===== src/rtl/req_gnt_initiator.sv =====
// req_gnt_initiator: requester-side master for the req/gnt handshake with latency, count and timeout reporting
module req_gnt_initiator #(
  parameter int TIMEOUT = 8,
  parameter int LAT_W = 4,
  parameter int CNT_W = 16
) (
  input  logic             clk,
  input  logic             reset,
  input  logic             start,
  input  logic             gnt,
  output logic             req,
  output logic             busy,
  output logic             done,
  output logic             timeout_err,
  output logic             spurious_gnt,
  output logic [LAT_W-1:0] last_latency,
  output logic [CNT_W-1:0] txn_count
);
  typedef enum logic [1:0] {IDLE, REQ, RELEASE} state_t;
  state_t state, state_n;
  logic [LAT_W-1:0] wcnt, wcnt_n, lat_n;
  logic [CNT_W-1:0] cnt_n;
  logic [LAT_W:0] winc;
  logic hit, done_n, to_n, sp_n;
  assign winc = {1'b0, wcnt} + (LAT_W+1)'(1);
  assign hit = winc == (LAT_W+1)'(TIMEOUT);
  assign busy = state != IDLE;
  always_comb begin
    state_n = state;
    wcnt_n = wcnt;
    lat_n = last_latency;
    cnt_n = txn_count;
    done_n = 1'b0;
    to_n = 1'b0;
    sp_n = 1'b0;
    case (state)
      IDLE: begin
        sp_n = gnt;
        if (start) begin
          state_n = REQ;
          wcnt_n = '0;
        end
      end
      REQ: begin
        if (gnt) begin
          state_n = RELEASE;
          wcnt_n = '0;
          cnt_n = txn_count + CNT_W'(1);
          lat_n = winc[LAT_W] ? '1 : winc[LAT_W-1:0];
        end else if (hit) begin
          state_n = RELEASE;
          wcnt_n = '0;
          to_n = 1'b1;
        end else wcnt_n = winc[LAT_W-1:0];
      end
      RELEASE: begin
        if (!gnt) begin
          state_n = IDLE;
          done_n = 1'b1;
        end else if (hit) begin
          state_n = IDLE;
          done_n = 1'b1;
          to_n = 1'b1;
        end else wcnt_n = winc[LAT_W-1:0];
      end
      default: state_n = IDLE;
    endcase
  end
  always_ff @(posedge clk or posedge reset) begin
    if (reset) begin
      state <= IDLE;
      wcnt <= '0;
      req <= 1'b0;
      done <= 1'b0;
      timeout_err <= 1'b0;
      spurious_gnt <= 1'b0;
      last_latency <= '0;
      txn_count <= '0;
    end else begin
      state <= state_n;
      wcnt <= wcnt_n;
      req <= state_n == REQ;
      done <= done_n;
      timeout_err <= to_n;
      spurious_gnt <= sp_n;
      last_latency <= lat_n;
      txn_count <= cnt_n;
    end
  end
endmodule

===== config.mk =====
export PLATFORM = sky130hd
export DESIGN_NAME = req_gnt_initiator
export DESIGN_NICKNAME = d
export VERILOG_FILES = /design/src/rtl/req_gnt_initiator.sv
export SDC_FILE = /design/constraint.sdc
export NUM_CORES = 1
export LEC_CHECK = 0
export CAP_MARGIN = 25
export CORE_ASPECT_RATIO = 2
export CORE_MARGIN = 4
export CORE_UTILIZATION = 35
export CTS_BUF_LIST = sky130_fd_sc_hd__clkbuf_4 sky130_fd_sc_hd__clkbuf_8 sky130_fd_sc_hd__clkbuf_16
export CTS_CLUSTER_SIZE = 10
export DETAILED_ROUTE_END_ITERATION = 16
export PLACE_DENSITY_LB_ADDON = 0.1
export SLEW_MARGIN = 20
export SYNTH_ARGS = -nofsm -noshare
export SYNTH_HDL_FRONTEND = slang
export SYNTH_SLANG_ARGS = --single-unit

===== constraint.sdc =====
create_clock -name clk -period 3.59 [get_ports clk]
set_clock_uncertainty 0.2 [all_clocks]
set_input_delay 0.359 -clock clk [delete_from_list [all_inputs] [get_ports clk]]
set_output_delay 0.359 -clock clk [all_outputs]
set_load 0.005 [all_outputs]

======== Yosys cells after proc, flatten, opt, wreduce, memory -nomap -nowiden ========
Cells that the tools add are included.
storage, ports and cells
  output and inout port bits .............. 25
  logic and storage cells ................. 42
  input bits .............................. 4
  register bits ........................... 30
cells by class
  add/sub/neg operators ................... 2
  mux-type cells .......................... 20
  reductions and logical operators ........ 5
  equal/unequal tests ..................... 7
operator list
  kind                   number
  $mux 4                 6
  $add 16x1->16 const B  1
  $pmux 4 s3             1
  $mux 2                 5
  $mux 1                 6
  $ne 2x2->1 const B     3
  $pmux 2 s3             1
  $add 4x1->5 const B    1
  $eq 5x4->1 const B     1
  $eq 2x1->1 const B     2
  $reduce_and 4->1       1
  $reduce_bool 3->1      1
  $eq 2x2->1 const B     1
  $logic_not 2->1        1
  $pmux 1 s2             1
  $reduce_and 2->1       1
  $reduce_bool 2->1      1

======== Depth between registers and ports, before layout ========
Gate-level depths: netlist (run 1).
  depth after elaboration ................. 6
  gate-level depth with buffers ........... 6
  gate-level depth less buffers ........... 6

======== Least setup slack after synthesis (run 1) ========
No wires, ideal clock.
  kind .................................... reg2reg
  start point ............................. register state[0]
  end point ............................... register wcnt[2]
  data required time ...................... 3266 ps
  cell stages (with the launch flop) ...... 7
  library setup time ...................... 124 ps
  slack ................................... 1651 ps
  path buffers ............................ 0
  period minus slack after synthesis ...... 1939 ps
  arrival time ............................ 1615 ps
  path through ............................ dfrtp_1 inv_1 ha_1 or2b_2 o41ai_4 or2_2 a211o_2
on the way
  longest elaborated chain between the ends .. 3
  elaborated cells on any way between the ends .. 9
  those cells by class .................... eq/ne: 5; mux: 1; reduce/logical: 3
ends and longest elaborated chain
  item                                                                     RTL line  RTL
  from (decl)                                                              20        state_t state, state_n;
  from (signal assigned)                                                   80        state <= state_n;
  $eq 2x2->1 (tied with other cells)                                       36        case (state)
  $ne 2x2->1 (no source line) / $reduce_bool 3->1 (equally long branches)  n/a
  $reduce_and 4->1 (no source line)                                        n/a
  to (signal assigned)                                                     81        wcnt <= wcnt_n;
  to (decl)                                                                21        logic [LAT_W-1:0] wcnt, wcnt_n, lat_n;
Parallel ways exist; a longest one is shown, timed or not.
A chain may end at the register's enable or synchronous reset.

======== Final worst setup path (run 1) ========
  start point ............................. register state[1]
  end point ............................... register wcnt[2]
Same word-level chain as after synthesis.

==> impl_metrics.toml, run 1 <==
[status]
run_status = "finished, final reports clean"

[synth]
synth_top_area_share_pct = 50.6
seq_area_frac_synth_pct = 50.6
synth_cells = 138
synth_seq_cells = 30
syn-num-nets = 148
yosysTopAreaCell = "dfrtp_1"
synth_area_leaders = "dfrtp_1, xnor2_1, ha_1"
synth-simple-area-share_pct = 19.8
yosys_warnings = 0
avgSynthCellArea_um2 = 10.7
ys.flop_type = "dfrtp_1"
synthMuxAreaShare_pct = 1.52
synth-xor-area-share_pct = 8.86
synth_top_family_by_area = "simple AND/OR/NAND/NOR gates"
synth_enable_flop_cells = 0
synth_cell_types = 40
syn_area_um2 = 1480
synthAdderAreaFrac_pct = 5.06
synth_compound_area_share_pct = 11.0
synthArstFlopShare_pct = 100

[routing]
routed-via-count = 1139
routed_wl_mm = 3.20
viasPerCell = 5.08
dr.pass1.iters = 4
drtIter0Drc = 12
ant_nets = 0
wl_per_cell_um = 14.3
drc = 0

[critical_path]
slowest_stage = "o21ai_0"
critPathKind = "flip-flop to flip-flop"
required_ps = 3560
worstPathCellList = "inv_1, ha_1, nor2b_1, o21ai_0, nor4_1, a211o_2"
critPathBufInv = 1
cpPeakStageDelay_ps = 520
critPathLaunchType = "flip-flop"
critPathTopFamily = "compound AO/OA/AOI/OAI gates"
cp_num_cells = 6
critPathCaptureType = "flip-flop"
reg2reg_depth = 6
arrival_ps = 2150
cp_max_fo = 8

[place]
dpl-instance-area_um2 = 1820
gp_congestion = 0.841
io_buffers = 28
place_hpwl_mm = 2.48
pre_cts_ws_ps = 1260

[run]
cap_violations = 0

[cts]
cts_resized = 0
cts_hold_buf = 0
insertion_delay_ps = 280
clockBufferDepth = 2
clkTransAtPathRegs_ps = 60
cts_tree = "built"
clkSinkCount = 30
cts_buffers = 5
ctsHtreeMaxLevel = 2
post_cts_buffers = 0
root_buffer = "clkbuf_8"

[timing]
rsz0062_at_grt = "false"
tns_ps = 0
whs_ps = 268
fmax_ghz = 0.458
timing.final.ws_setup_ps = 1410
period_needed_ps = 2180
slew_viol_final = 0
setup_viol = 0
worst_pin_slew_ps = 638
hold_violations = 0
slew_headroom_pct = 57.0
min_period_over_period_pct = 60.8

[global_route]
grt_max_degree = 31
grt_pass1_wl_mm = 5.52
grt-ovfl-total = 0
track_usage_pct = 14.0
antenna_found_initial = 0
first_global_vias = 1215

[layout]
fin_nets = 181
multi_input_area_um2 = 686
seqCellArea_um2 = 751
drive_gt1_share_pct = 11.6
fillers = 388
stdcell_area_um2 = 1910
final_util_pct = 46.8
final_cell_mix = "dfrtp_1, clkdlybuf4s50_1, nand2_1, xnor2_1"
final_common_cell = "dfrtp_1"
num_antenna_cells = 0
syn_to_final_growth_pct = 29.1

[floorplanning]
start_util_pct = 36.3
io_pins = 29
dieArea_um2 = 5400
core_um2 = 4090
die_w_um = 54.0
placementRows = 33
die_h_um = 100

[power_and_ir_drop]
p_leak_uw = 0.000838
powerDensity_nw_per_um2 = 593
ir_drop_mv = 0.289

[min_path]
hold_path_class = "input port to asynchronous set/reset pin"
[routing by layer]
| metal | up-vias | share of wire [%] | track usage (%) |
|---|---|---|---|
| li1 | 551 | - | - |
| met1 | 557 | 34 | 13.0 |
| met2 | 24 | 58 | 26.3 |
| met5 | - | 0 | 0 |
| met3 | 7 | 4.9 | 3.57 |
| met4 | 0 | 2.2 | 6.91 |
[sequential cells by signal, indices dropped and copies added, names as in the netlist]
name and flops:
timeout_err 1, spurious_gnt 1, wcnt 4, txn_count 16, last_latency 4, state 2
done 1, req 1
[cell usage after synthesis (2+ instances only)]
cell / count
nand4_1: 3
o21ai_0: 7
or3_1: 2
nand2_1: 10
nor4_1: 2
nor3_1: 2
ha_1: 6
and3_1: 3
o31ai_1: 2
or2b_2: 2
a31oi_1: 2
nor2_1: 9
inv_1: 8
mux2_2: 2
and2_1: 2
a21oi_1: 2
nand3_1: 9
xnor2_1: 10
xor2_1: 5
dfrtp_1: 30
[cell families after synthesis]
logic type	Yosys count
xor gates and xnor gates	15
adders and majority gates	6
muxes	2
AOI/OAI and AO/OA	21
buffers and inverters	11
and+or+nand+nor	53
DFF	30
[worst paths after layout]
check / startpoint / end / slack (ps)
min: reset / txn_count[2] / 270
max reg2reg: state[1] / wcnt[2] / 1410
min reg2reg: txn_count[15] / txn_count[15] / 270
min in group clk: txn_count[15] / txn_count[15] / 270
max: state[1] / wcnt[2] / 1410
max in group asynchronous: reset / txn_count[6] / 2650
[cell type report]
| type | count | area share, % |
|---|---|---|
| flip-flops and latches | 30 | 39.2 |
| multi-input cells | 97 | 35.8 |
| repair buffers | 29 | 15.0 |
| clock buffers | 7 | 4.71 |
| well taps | 52 | 3.40 |
| inverters | 8 | 1.57 |
| clock inverters | 1 | 0.261 |
[power breakdown]
part | switching (uW) | internal (uW)
combinational | 180 | 203
sequential | 66.2 | 402
clock | 122 | 162
total | 369 | 766
[tightest hold or removal path: stages]
cell and delay (ps):
clkdlybuf4s50_1 400, inv_1 50, buf_4 350
[through the flow]
step	std cells	total power, uW
2_1_floorplan	138	682
3_3_place_gp	216	860
3_5_place_dp	216	864
4_1_cts	224	1160
5_1_grt	224	1220
6_report	224	1130
Note: power is estimated with default switching activity, not from simulation.
==> run 2: changes to the inputs <==
clock period = 2.3 ns   (was 3.59 ns; I/O delays follow)
==> impl_metrics.toml, run 2 (synthesis gave the netlist of run 1 again) <==
[status]
run_status = "finished, final reports clean"

[timing]
min_period_over_period_pct = 92.0
fmax_ghz = 0.473
slew_headroom_pct = 71.3
worst_pin_slew_ps = 426
period_needed_ps = 2120
setup_viol = 0
tns_ps = 0
rsz0062_at_grt = "false"
slew_viol_final = 0
hold_violations = 0
timing.final.ws_setup_ps = 184

[critical_path]
critPathLaunchType = "flip-flop"
critPathBufInv = 1
worstPathCellList = "inv_1, ha_1, or2b_2, o41ai_4, or2_2, a211o_2"
arrival_ps = 2080
cpPeakStageDelay_ps = 420
critPathTopFamily = "simple AND/OR/NAND/NOR gates"
slowest_stage = "dfrtp_1"
required_ps = 2270
critPathKind = "flip-flop to flip-flop"
critPathCaptureType = "flip-flop"
cp_max_fo = 8

[routing]
wl_per_cell_um = 15.0
routed-via-count = 1148
drc = 0
drtIter0Drc = 9
dr.pass1.iters = 4
routed_wl_mm = 3.39
viasPerCell = 5.08
ant_nets = 0

[place]
dpl-instance-area_um2 = 1830
gp_congestion = 0.904
pre_cts_ws_ps = 129
place_hpwl_mm = 2.62
dp.cells = 218
io_buffers = 28

[layout]
stdcell_area_um2 = 1940
drive_gt1_share_pct = 12.6
final_common_cell = "dfrtp_1"
num_antenna_cells = 0
syn_to_final_growth_pct = 30.7
fin_nets = 183
largest_register_ffs = 16
top_regs = "txn_count: 16 flops, last_latency: 4 flops, wcnt: 4 flops"
final_cell_mix = "dfrtp_1, clkdlybuf4s50_1, nand2_1, xnor2_1"
top_register = "txn_count"
fin_cells = 226
fillers = 388

[global_route]
grt_pass1_wl_mm = 5.75
grt_max_degree = 31
grt-ovfl-total = 0
first_global_vias = 1222
antenna_found_initial = 0
track_usage_pct = 14.7

[power_and_ir_drop]
p_leak_uw = 0.000868
powerDensity_nw_per_um2 = 924
ir_drop_mv = 0.538

[cts]
clockBufferDepth = 2
insertion_delay_ps = 280
clkTransAtPathRegs_ps = 70
root_buffer = "clkbuf_8"
cts_tree = "built"
cts_buffers = 5
post_cts_buffers = 0
clkSinkCount = 30
ctsHtreeMaxLevel = 2

[floorplanning]
die_h_um = 100
die_w_um = 54.0
core_um2 = 4090
io_pins = 29
dieArea_um2 = 5400
placementRows = 33
start_util_pct = 36.3

[min_path]
hold_path_class = "input port to asynchronous set/reset pin"

[run]
cap_violations = 0
-- run 2: cell count changes in the layout (fill, tap and decap cells not counted) --
| cell | before | now |
|---|---|---|
| buf_4 | 1 | 3 |
| nor4b_2 | 1 | 0 |
| nor4b_4 | 0 | 1 |
| o21ai_0 | 7 | 6 |
| o21ai_1 | 0 | 1 |
-- run 2: final cells by class --
class,count,area [um^2],share of cell area [%]
Clock buffer,7,90.1,4.65
Clock inverter,1,5.00,0.258
Inverter,8,30.0,1.55
Multi-Input combinational cell,97,694,35.8
Sequential cell,30,751,38.7
Tap cell,52,65.1,3.36
Timing Repair Buffer,31,303,15.6
-- run 2: per-layer routing --
layer  global-route usage, %  up-vias  wire [um]
li1                        -      553          -
met1                    14.5      559       1170
met2                    26.6       27       1990
met3                    3.42        9        154
met4                    7.29        0         80
met5                       0        -          0
-- run 2: worst reg2reg max path, delay by kind of cell (launching register included) --
kind,cells,cell delay (ps)
buffers and inverters,1,90
adder cells (fa/ha/maj),1,280
AO/OA/AOI/OAI,2,440
flip-flops,1,420
AND/OR/NAND/NOR,2,590
-- run 2: power by group --
group | switching, uW | leakage [uW] | internal (uW)
logic | 293 | 0.000417 | 323
clock network | 194 | 0.0000517 | 253
registers | 101 | 0.000399 | 627
total | 587 | 0.000868 | 1200
-- run 2: through the flow --
stage	total power (uW)	hold WS, ps	util [%]
floorplan	1060	121	-
global placement	1340	263	44.9
detailed placement	1360	268	44.9
CTS	1820	139	47.2
global route	1910	179	47.4
finish	1790	130	47.4
-- run 2: what timing repair did --
item / in CTS / in global routing
gates resized for setup: 0 / 2
endpoints found under the setup margin: 0 / 3
hold buffers: 0 / 0
-- run 2: path summary, 6_finish.rpt --
kind | end | from | slack, ps | depth (start not counted)
worst max-delay path | wcnt[2] | state[0] | 180 | 6
worst min-delay path | txn_count[11] | reset | 130 | 3
worst max register to register | wcnt[2] | state[0] | 180 | 6
worst min register to register | txn_count[15] | txn_count[15] | 280 | 1
max in group asynchronous | wcnt[1] | reset | 1490 | 3
min in group clk | txn_count[15] | txn_count[15] | 280 | 1
